--- config.mk ---
export PLATFORM = sky130hd
export DESIGN_NAME = ifu_prefetch
export DESIGN_NICKNAME = d
export VERILOG_FILES = /design/src/rtl/ifu_prefetch_pkg.sv /design/src/rtl/ifu_fetch_queue.sv /design/src/rtl/ifu_prefetch.sv
export SDC_FILE = /design/constraint.sdc
export NUM_CORES = 1
export LEC_CHECK = 0
export CORE_UTILIZATION = 30
export CTS_BUF_LIST = sky130_fd_sc_hd__clkbuf_4 sky130_fd_sc_hd__clkbuf_8
export CTS_CLUSTER_SIZE = 25
export DETAILED_ROUTE_END_ITERATION = 10
export PLACE_DENSITY_LB_ADDON = 0.3
export SETUP_SLACK_MARGIN = 0.02
export SKIP_LAST_GASP = 1
export SLEW_MARGIN = 30
export SYNTH_ARGS = -nofsm -noshare
export SYNTH_HDL_FRONTEND = slang
export SYNTH_HIERARCHICAL = 1
export SYNTH_SLANG_ARGS = --single-unit
--- constraint.sdc ---
create_clock -name clk -period 17.9 [get_ports clk]
set_clock_uncertainty 0.1 [all_clocks]
set_input_delay 3.58 -clock clk [delete_from_list [all_inputs] [get_ports clk]]
set_output_delay 3.58 -clock clk [all_outputs]
set_load 0.03 [all_outputs]
--- src/rtl/ifu_prefetch_pkg.sv ---
// Shared types and constants for the instruction prefetch unit.
// Widths here are the default 32-bit build; the top re-derives an entry type from its own parameters.
package ifu_prefetch_pkg;

  localparam logic [1:0] RESP_OKAY   = 2'b00;
  localparam logic [1:0] RESP_SLVERR = 2'b10;
  localparam int         INST_BYTES  = 4;

  typedef struct packed {
    logic [31:0] pc;
    logic [31:0] inst;
    logic        fault;
  } fetch_entry_t;

endpackage

--- src/rtl/ifu_fetch_queue.sv ---
// Synchronous FIFO of fetched instructions; flush dominates push and pop.
// The head is read straight from the array so IDU sees it the cycle it lands.
module ifu_fetch_queue
  import ifu_prefetch_pkg::*;
#(
  parameter int  DEPTH   = 4,
  parameter type entry_t = fetch_entry_t
) (
  input  logic                         clk,
  input  logic                         rst,
  input  logic                         flush,
  input  logic                         push,
  input  entry_t                       push_data,
  input  logic                         pop,
  output entry_t                       head,
  output logic [$clog2(DEPTH+1)-1:0]   count,
  output logic                         full,
  output logic                         empty
);

  localparam int PW = $clog2(DEPTH);
  localparam int CW = $clog2(DEPTH + 1);

  entry_t        mem [DEPTH];
  logic [PW:0]   wr_ptr_reg;
  logic [PW:0]   rd_ptr_reg;
  logic          do_push;
  logic          do_pop;

  assign do_push = push && !full;
  assign do_pop  = pop && !empty;

  always_ff @(posedge clk) begin
    if (rst || flush) begin
      wr_ptr_reg <= '0;
      rd_ptr_reg <= '0;
    end else begin
      if (do_push) wr_ptr_reg <= wr_ptr_reg + (PW+1)'(1);
      if (do_pop)  rd_ptr_reg <= rd_ptr_reg + (PW+1)'(1);
    end
  end

  always_ff @(posedge clk) begin
    if (do_push) mem[wr_ptr_reg[PW-1:0]] <= push_data;
  end

  assign head  = mem[rd_ptr_reg[PW-1:0]];
  assign count = CW'(wr_ptr_reg - rd_ptr_reg);
  // Equal index with differing wrap bits means the write side lapped the read side.
  assign full  = (wr_ptr_reg[PW] != rd_ptr_reg[PW]) &&
                 (wr_ptr_reg[PW-1:0] == rd_ptr_reg[PW-1:0]);
  assign empty = (wr_ptr_reg == rd_ptr_reg);

endmodule

--- src/rtl/ifu_prefetch.sv ---
// Pipelined instruction prefetcher: in-order AR/R fetches, a prefetch queue towards IDU,
// and redirect handling that silently drops wrong-path responses still in flight.
module ifu_prefetch
  import ifu_prefetch_pkg::*;
#(
  parameter int                    ADDR_WIDTH      = 32,
  parameter int                    DATA_WIDTH      = 32,
  parameter logic [ADDR_WIDTH-1:0] RESET_PC        = 32'h8000_0000,
  parameter int                    FIFO_DEPTH      = 4,
  parameter int                    MAX_OUTSTANDING = 2
) (
  input  logic                  clk,
  input  logic                  rst,
  input  logic                  redirect_valid,
  input  logic [ADDR_WIDTH-1:0] redirect_pc,
  output logic [ADDR_WIDTH-1:0] araddr,
  output logic                  arvalid,
  input  logic                  arready,
  input  logic [DATA_WIDTH-1:0] rdata,
  input  logic [1:0]            rresp,
  input  logic                  rvalid,
  output logic                  rready,
  output logic                  out_valid,
  input  logic                  out_ready,
  output logic [ADDR_WIDTH-1:0] out_pc,
  output logic [DATA_WIDTH-1:0] out_inst,
  output logic                  out_fault
);

  localparam int                    OW      = $clog2(MAX_OUTSTANDING + 1);
  localparam int                    QW      = $clog2(FIFO_DEPTH + 1);
  localparam logic [ADDR_WIDTH-1:0] PC_STEP = ADDR_WIDTH'(INST_BYTES);

  typedef struct packed {
    logic [ADDR_WIDTH-1:0] pc;
    logic [DATA_WIDTH-1:0] inst;
    logic                  fault;
  } entry_t;

  logic [ADDR_WIDTH-1:0] fetch_pc_reg, fetch_pc_next;
  logic [ADDR_WIDTH-1:0] resp_pc_reg, resp_pc_next;
  logic [ADDR_WIDTH-1:0] araddr_reg, araddr_next;
  logic                  arvalid_reg, arvalid_next;
  logic                  stale_ar_reg, stale_ar_next;
  logic [OW-1:0]         outstanding_reg, outstanding_next;
  logic [OW-1:0]         drop_cnt_reg, drop_cnt_next;

  logic                  ar_hs;
  logic                  r_hs;
  logic                  drop_now;
  logic                  push;
  logic                  pop;
  logic                  can_issue;
  logic [QW-1:0]         q_count;
  logic [QW-1:0]         count_next;
  logic                  q_full;
  logic                  q_empty;
  entry_t                push_entry;
  entry_t                head;
  logic [ADDR_WIDTH-1:0] redirect_target;
  logic                  redirect_lsb_unused;

  assign redirect_target     = {redirect_pc[ADDR_WIDTH-1:2], 2'b00};
  assign redirect_lsb_unused = ^redirect_pc[1:0];

  // Every accepted AR has a reserved queue slot, so responses never need back-pressure.
  assign rready = 1'b1;

  assign ar_hs    = arvalid_reg && arready;
  assign r_hs     = rvalid;
  assign drop_now = r_hs && (drop_cnt_reg != '0);
  assign push     = r_hs && !drop_now && !q_full;

  assign out_valid = !q_empty && !redirect_valid;
  assign pop       = out_valid && out_ready;

  assign push_entry = '{pc: resp_pc_reg, inst: rdata, fault: (rresp != RESP_OKAY)};

  // Credit is judged on the post-cycle occupancy so a retiring response frees its slot at once.
  assign count_next       = q_count + QW'(push) - QW'(pop);
  assign outstanding_next = outstanding_reg + OW'(ar_hs) - OW'(r_hs);
  assign can_issue = !redirect_valid && !stale_ar_reg &&
                     (int'(outstanding_next) < MAX_OUTSTANDING) &&
                     (int'(outstanding_next) + int'(count_next) < FIFO_DEPTH);

  always_comb begin
    fetch_pc_next = fetch_pc_reg;
    resp_pc_next  = resp_pc_reg;
    araddr_next   = araddr_reg;
    arvalid_next  = arvalid_reg;
    stale_ar_next = stale_ar_reg;
    drop_cnt_next = drop_cnt_reg;

    if (ar_hs && !stale_ar_reg) fetch_pc_next = fetch_pc_reg + PC_STEP;
    if (push) resp_pc_next = resp_pc_reg + PC_STEP;
    if (drop_now) drop_cnt_next = drop_cnt_next - OW'(1);
    // A request that was stuck across a redirect is wrong-path once it finally goes out.
    if (ar_hs && stale_ar_reg) begin
      drop_cnt_next = drop_cnt_next + OW'(1);
      stale_ar_next = 1'b0;
    end

    if (!arvalid_reg || arready) begin
      arvalid_next = can_issue;
      if (can_issue) araddr_next = fetch_pc_next;
    end

    if (redirect_valid) begin
      fetch_pc_next = redirect_target;
      resp_pc_next  = redirect_target;
      drop_cnt_next = outstanding_next;
      stale_ar_next = arvalid_reg && !arready;
    end
  end

  always_ff @(posedge clk) begin
    if (rst) begin
      fetch_pc_reg    <= RESET_PC;
      resp_pc_reg     <= RESET_PC;
      araddr_reg      <= RESET_PC;
      arvalid_reg     <= 1'b0;
      stale_ar_reg    <= 1'b0;
      outstanding_reg <= '0;
      drop_cnt_reg    <= '0;
    end else begin
      fetch_pc_reg    <= fetch_pc_next;
      resp_pc_reg     <= resp_pc_next;
      araddr_reg      <= araddr_next;
      arvalid_reg     <= arvalid_next;
      stale_ar_reg    <= stale_ar_next;
      outstanding_reg <= outstanding_next;
      drop_cnt_reg    <= drop_cnt_next;
    end
  end

  ifu_fetch_queue #(
    .DEPTH   (FIFO_DEPTH),
    .entry_t (entry_t)
  ) u_queue (
    .clk       (clk),
    .rst       (rst),
    .flush     (redirect_valid),
    .push      (push),
    .push_data (push_entry),
    .pop       (pop),
    .head      (head),
    .count     (q_count),
    .full      (q_full),
    .empty     (q_empty)
  );

  assign araddr    = araddr_reg;
  assign arvalid   = arvalid_reg;
  assign out_pc    = head.pc;
  assign out_inst  = head.inst;
  assign out_fault = head.fault;

endmodule

==> metrics.cfg, run 1 <==
[status]
status = finished clean

[clock_tree]
cts_tree = built
cts_resized = 0
clk_latency_ns = 0.65
cts_setup_buffers = 0
cts.clk_slew.worst_paths_ns = 0.06
numCtsBuffers = 61
htreeDepth = 2
clock-sinks = 364
clockBufferDepth = 3
root_buffer = clkbuf_8
cts_hold_buf = 0

[routing]
first_pass_iters = 4
wl_per_cell_um = 18.58
drc = 0
ant_nets = 0
drt-initial-drc-count = 360
vias = 8338
via_per_inst = 4.687
wirelength_um = 33060

[power]
p_sw_uw = 528.2
switching_share_pct = 25.77
ir_drop_uv = 49.66
p_comb_share_pct = 13.8
power.internal_mw = 1.522
p_per_area_nw_per_um2 = 112.3
power_leakage_nw = 5.942
clkPwrFrac_pct = 37.7
p_seq_share_pct = 48.5

[timing]
hold_ws_ns = 0.4039
worst_slack_ns = 9.206
hold_viol = 0
tightest_slew_ns = 0.8648
setup_viol = 0
relSlewSlack_pct = 41.87
timing.fmax_ghz = 0.1150
rsz0062_at_grt = no
setup_tns_ns = 0
slew_violations = 0
finalCritPeriodShare_pct = 48.57
finalCriticalPeriod_ns = 8.694

[setup_path]
critical_path_arrival_ns = 5.01
path_class = primary input to output pin
cp.required_ns = 14.22
critPathMaxFanout = 20
cp-end-kind = output pin
reg2reg_setup_slack_ns = 13.72
ff2ff_path_depth = 15
setup.worst_path.start_class = primary input
r2r_start = u_queue/wr_ptr_reg[0]
reg2reg_to = araddr[16]

[die]
die_h_um = 222.6
floorplan.io_pins = 172
die_x_um = 222.6
coreArea_um2 = 47850
start_util_pct = 30.50
fp.dieArea_um2 = 49530
rows = 80

[synth]
yosys.area.top_type = edfxtp_1
ys_seq_area_share_pct = 67.76
syn-cell-area_um2 = 14590
ys_ff_latch = 364
synth_top_cell_area_share_pct = 53.50
async_flop_share_pct = 0
synthDistinctLibCells = 48
syn_inst = 910
avgSynthCellArea_um2 = 16.04
ys_warn_count = 6
synth_ff_type = edfxtp_1
synth_edf_count = 260
synthTopCellsByArea = edfxtp_1, dfxtp_1, mux4_2, a21boi_0, xor2_1

[layout]
area_growth_pct = 25.06
final_cell_count_no_fill = 1779
fillCellCount = 4520
nets = 1204
n_antenna_cell = 0
largest_register_ffs = 260
drive_gt1_share_pct = 17.10

[global_route]
grt_overflow_total = 0
grt_pass1_wl_um = 50730
grt_pass1_vias = 8717
grt_antenna_before_repair = 0
grt_start_max_net_pins = 66
grtUsageTotal_pct = 13.42

[placement]
io_buffer_count = 166
gp_congestion = 0.7657
post-place-ws_ns = 9.194
dpl.cell_count = 1667
dp_hpwl_um = 20520

[flow_run]
drv_cap = 0

[min_path]
hold_end = araddr[11]
hold_path_depth = 2
hold_start = araddr[11]
hold_class = flop to flop

[cells in the mapped netlist (16+ instances only)]
| library cell | n |
|---|---|
| edfxtp_1 | 260 |
| inv_1 | 22 |
| nand4_1 | 28 |
| a21boi_0 | 46 |
| nand3_1 | 16 |
| o21ai_0 | 20 |
| nand2_1 | 34 |
| o21a_1 | 37 |
| xor2_1 | 35 |
| dfxtp_1 | 104 |
| a21oi_1 | 20 |
| clkbuf_1 | 24 |
| nor2_1 | 31 |
| mux4_2 | 65 |
| xnor2_1 | 23 |
[power by group through the flow]
stage / Combinational [mW] / Clock [mW] / Sequential [mW]
6_report: 0.283 / 0.774 / 0.994
5_1_grt: 0.304 / 0.844 / 1.00
4_1_cts: 0.287 / 0.807 / 0.994
3_5_place_dp: 0.285 / 0 / 1.01
3_3_place_gp: 0.283 / 0 / 1.01
2_1_floorplan: 0.138 / 0 / 1.03
[worst max-delay path, stage by stage]
cell             delay [ns]
clkdlybuf4s50_1        0.40
buf_4                  0.21
nor2_1                 0.13
clkdlybuf4s50_1        0.68
[cell type report]
cell class                      instances  area [um^2]  area share [%]
Sequential cell                       364         9897           54.23
Multi-Input combinational cell        488         4439           24.32
Timing Repair Buffer                  177         1755           9.618
Clock buffer                           92         1116           6.115
Tap cell                              615        769.5           4.216
Clock inverter                         20        187.7           1.028
Inverter                               23        86.33          0.4730
[cells by family (layout without fill, tap and decap cells)]
kind of cell,count (synthesis),after routing,synth area share (%)
buf+inv,67,312,2.186
fa+ha+maj,17,17,1.560
flops,364,364,67.76
other cells,2,11,0.05146
compound gates,147,147,6.850
simple gates,175,175,6.824
mux,77,77,10.85
xor+xnor,61,61,3.909
[how the worst max path moves through the flow]
stage,start,endpoint,cells after the start
global placement,redirect_valid,out_valid,4
global route,redirect_valid,out_valid,4
finish,redirect_valid,out_valid,4
floorplan,rvalid,u_queue/mem[3][0],4
detailed placement,redirect_valid,out_valid,4
CTS,redirect_valid,out_valid,4
[cells in the final DEF (no fill, tap or decap), drive strengths merged, types with 5 or more instances in the layout]
cell type      count
edfxtp           260
nand4b             5
o211ai             6
ha                15
a31oi              5
and3               5
nand3             16
inv               25
clkbuf            92
dfxtp            104
a21boi            46
clkinv            14
xor2              36
clkdlybuf4s50    166
mux4              65
nand2             34
nand4             29
o21a              38
and4               5
conb              11
mux2i             12
nor4              14
xnor2             23
buf               11
o21ai             20
a21oi             21
nor3               9
nor2              31
a211oi            11
and2              11
[per-stage QoR]
stage,cell area [um^2],util [%],power [mW]
after floorplan,14630,-,1.170
after global placement,16940,35.40,1.292
after detailed placement,16950,35.42,1.296
after CTS,18250,38.15,2.089
after global routing,18250,38.15,2.147
final,18250,38.15,2.050
[routing by layer]
layer	global-route usage [%]	wire, um
met5	0	0
met4	4.516	750
met3	3.504	1729
met2	21.10	15050
met1	17.96	15530
No activity file was read; power rests on OpenSTA's default activity.
==> inputs of run 2 (changes only) <==
==> constraint.sdc (replaced) <==
create_clock -name clk -period 7.7 [get_ports clk]
set_clock_uncertainty 0.1 [all_clocks]
set_input_delay 1.54 -clock clk [delete_from_list [all_inputs] [get_ports clk]]
set_output_delay 1.54 -clock clk [all_outputs]
set_load 0.03 [all_outputs]
==> run 2 against run 1 <==
Effect of this change: non-clock buffer count rose by 2; first-iteration DRC count fell by 4.7%; via count rose by 0.47%; sequential power rose by 130%; final cell count rose by 0.51%; design area rose by 0.18%; clock power rose by 130%; clock-buffer cell count rose by 3; combinational power rose by 140%; setup slack got worse by 6.1 ns; routed wire length rose by 0.72%; largest cell class unchanged.
==> metrics.cfg, run 2 (synthesis results as in run 1) <==
[status]
status = finished clean  ; unchanged

[layout]
final_cell_count_no_fill = 1788  ; was 1,779
drive_gt1_share_pct = 17.65  ; was 17.10%
nets = 1211  ; was 1,204
final_common_cell = edfxtp_1  ; unchanged
area_growth_pct = 25.28  ; was 25.06%
fillCellCount = 4512  ; was 4,520
largest_register_ffs = 260  ; unchanged
multi_input_area_um2 = 4439  ; unchanged
n_antenna_cell = 0  ; unchanged
regArea_um2 = 9897  ; unchanged
layout_common_cells = edfxtp_1, clkdlybuf4s50_1, dfxtp_1, clkbuf_8, mux4_2  ; unchanged

[global_route]
grt_pass1_wl_um = 51720  ; was 50,730 um
grt_overflow_total = 0  ; unchanged
grtUsageTotal_pct = 13.80  ; was 13.42%
use_met2_pct = 21.27  ; was 21.10%
grt_start_max_net_pins = 66  ; unchanged
use_met3_pct = 3.822  ; was 3.504%
grt_pass1_vias = 8810  ; was 8,717
grt_antenna_before_repair = 0  ; unchanged
met1_usage_pct = 18.21  ; was 17.96%
grt_busiest_layer = met2  ; unchanged

[routing]
via_per_inst = 4.685  ; was 4.687
wl_per_cell_um = 18.62  ; was 18.58 um
first_pass_iters = 4  ; unchanged
wirelength_um = 33290  ; was 33,060 um
drt-initial-drc-count = 343  ; was 360
vias = 8377  ; was 8,338
ant_nets = 0  ; unchanged
drc = 0  ; unchanged

[setup_path]
path_class = flop to output pin  ; was primary input to output pin
critPathMaxFanout = 27  ; was 20
cp-end-kind = output pin  ; unchanged
setup.worst_path.start_class = flop  ; was primary input
critical_path_arrival_ns = 2.98  ; was 5.01 ns
cp.required_ns = 6.06  ; was 14.22 ns

[die]
coreArea_um2 = 47850  ; unchanged
floorplan.io_pins = 172  ; unchanged
start_util_pct = 30.50  ; unchanged
die_x_um = 222.6  ; unchanged
die_h_um = 222.6  ; unchanged
rows = 80  ; unchanged
fp.dieArea_um2 = 49530  ; unchanged

[power]
power_leakage_nw = 5.955  ; was 5.942 nW
ir_drop_uv = 120.6  ; was 49.66 uV
p_per_area_nw_per_um2 = 259.7  ; was 112.3 nW/um^2

[flow_run]
drv_cap = 0  ; unchanged

[timing]
finalCriticalPeriod_ns = 4.622
tightest_slew_ns = 0.8207  ; was 0.8648 ns
timing.fmax_ghz = 0.2164
slew_violations = 0  ; unchanged
relSlewSlack_pct = 44.83  ; was 41.87%
finalCritPeriodShare_pct = 60.02
setup_viol = 0  ; unchanged
setup_tns_ns = 0  ; unchanged
rsz0062_at_grt = no  ; unchanged
hold_viol = 0  ; unchanged

[clock_tree]
clockBufferDepth = 3  ; unchanged
clk_latency_ns = 0.60  ; was 0.65 ns
cts_resized = 0  ; unchanged
cts_hold_buf = 0  ; unchanged
root_buffer = clkbuf_8  ; unchanged
clock-sinks = 364  ; unchanged
cts_tree = built  ; unchanged
cts_setup_buffers = 0  ; unchanged
numCtsBuffers = 66  ; was 61
cts.clk_slew.worst_paths_ns = 0.06  ; about the same
htreeDepth = 3  ; was 2

[min_path]
hold_class = flop to flop  ; unchanged

[placement]
io_buffer_count = 166  ; unchanged
dp_hpwl_um = 20920  ; was 20,520 um
gp_congestion = 0.7846  ; was 0.7657
dpl.cell_count = 1668  ; was 1,667

run 2: cell count changes in the layout (fill, tap and decap cells not counted):
| cell | change |
|---|---|
| buf_16 | +2 |
| clkinv_2 | +3 |
| clkinv_1 | +1 |
| bufinv_16 | -2 |
| buf_4 | +2 |
| clkbuf_4 | +3 |
| clkinvlp_4 | +3 |
| inv_6 | +1 |
| buf_6 | -2 |
| inv_8 | -1 |
| clkinv_8 | -1 |
run 2: path summary, 6_finish.rpt:
| path | start | to | slack, ns | depth (start not counted) |
|---|---|---|---|---|
| setup / recovery | flop | out_pc[14] | 3.08 | 3 |
| hold / removal | araddr[11] | araddr[11] | 0.40 | 2 |
| setup reg to reg | u_queue/wr_ptr_reg[0] | araddr[28] | 3.44 | 15 |
| hold reg to reg | araddr[11] | araddr[11] | 0.40 | 2 |
run 2: through the flow:
step | cell area [um^2] | total power, mW | hold slack [ns] | utilization, % | worst slack [ns]
final | 18280 | 4.748 | 0.3951 | 38.21 | 3.078
after global routing | 18280 | 4.970 | 0.4292 | 38.21 | 2.841
after CTS | 18260 | 4.839 | 0.4030 | 38.16 | 2.424
after detailed placement | 16970 | 3.024 | 0.3866 | 35.46 | 2.575
after global placement | 16940 | 3.006 | 0.3833 | 35.40 | 2.328
after floorplan | 14630 | 2.721 | 0.3670 | - | 0.5993
run 2: critical path: stages, from the launching register on:
cell	delay, ns
dfxtp_4	0.55
buf_4	0.57
mux4_2	0.57
clkdlybuf4s50_1	0.67
run 2: routing by layer:
metal | share of wire [%] | up-vias
met3 | 5.9 | 69
met4 | 2.6 | 0
met5 | 0 | -
met1 | 46 | 4126
met2 | 45 | 224
li1 | - | 3958
run 2: cell type report:
class / instances / area share (%)
clock buffer: 95 / 6.227
clock inverter: 24 / 0.8212
sequential: 364 / 54.13
timing repair buffer: 179 / 9.861
tap: 615 / 4.209
inverter: 23 / 0.4722
multi-input combinational: 488 / 24.28
run 2: power by group:
part | internal, mW | switching (mW) | leakage [nW] | total, mW
registers | 2.23 | 0.0758 | 3.25 | 2.31
clock network | 0.988 | 0.784 | 0.680 | 1.77
logic | 0.283 | 0.383 | 2.03 | 0.666
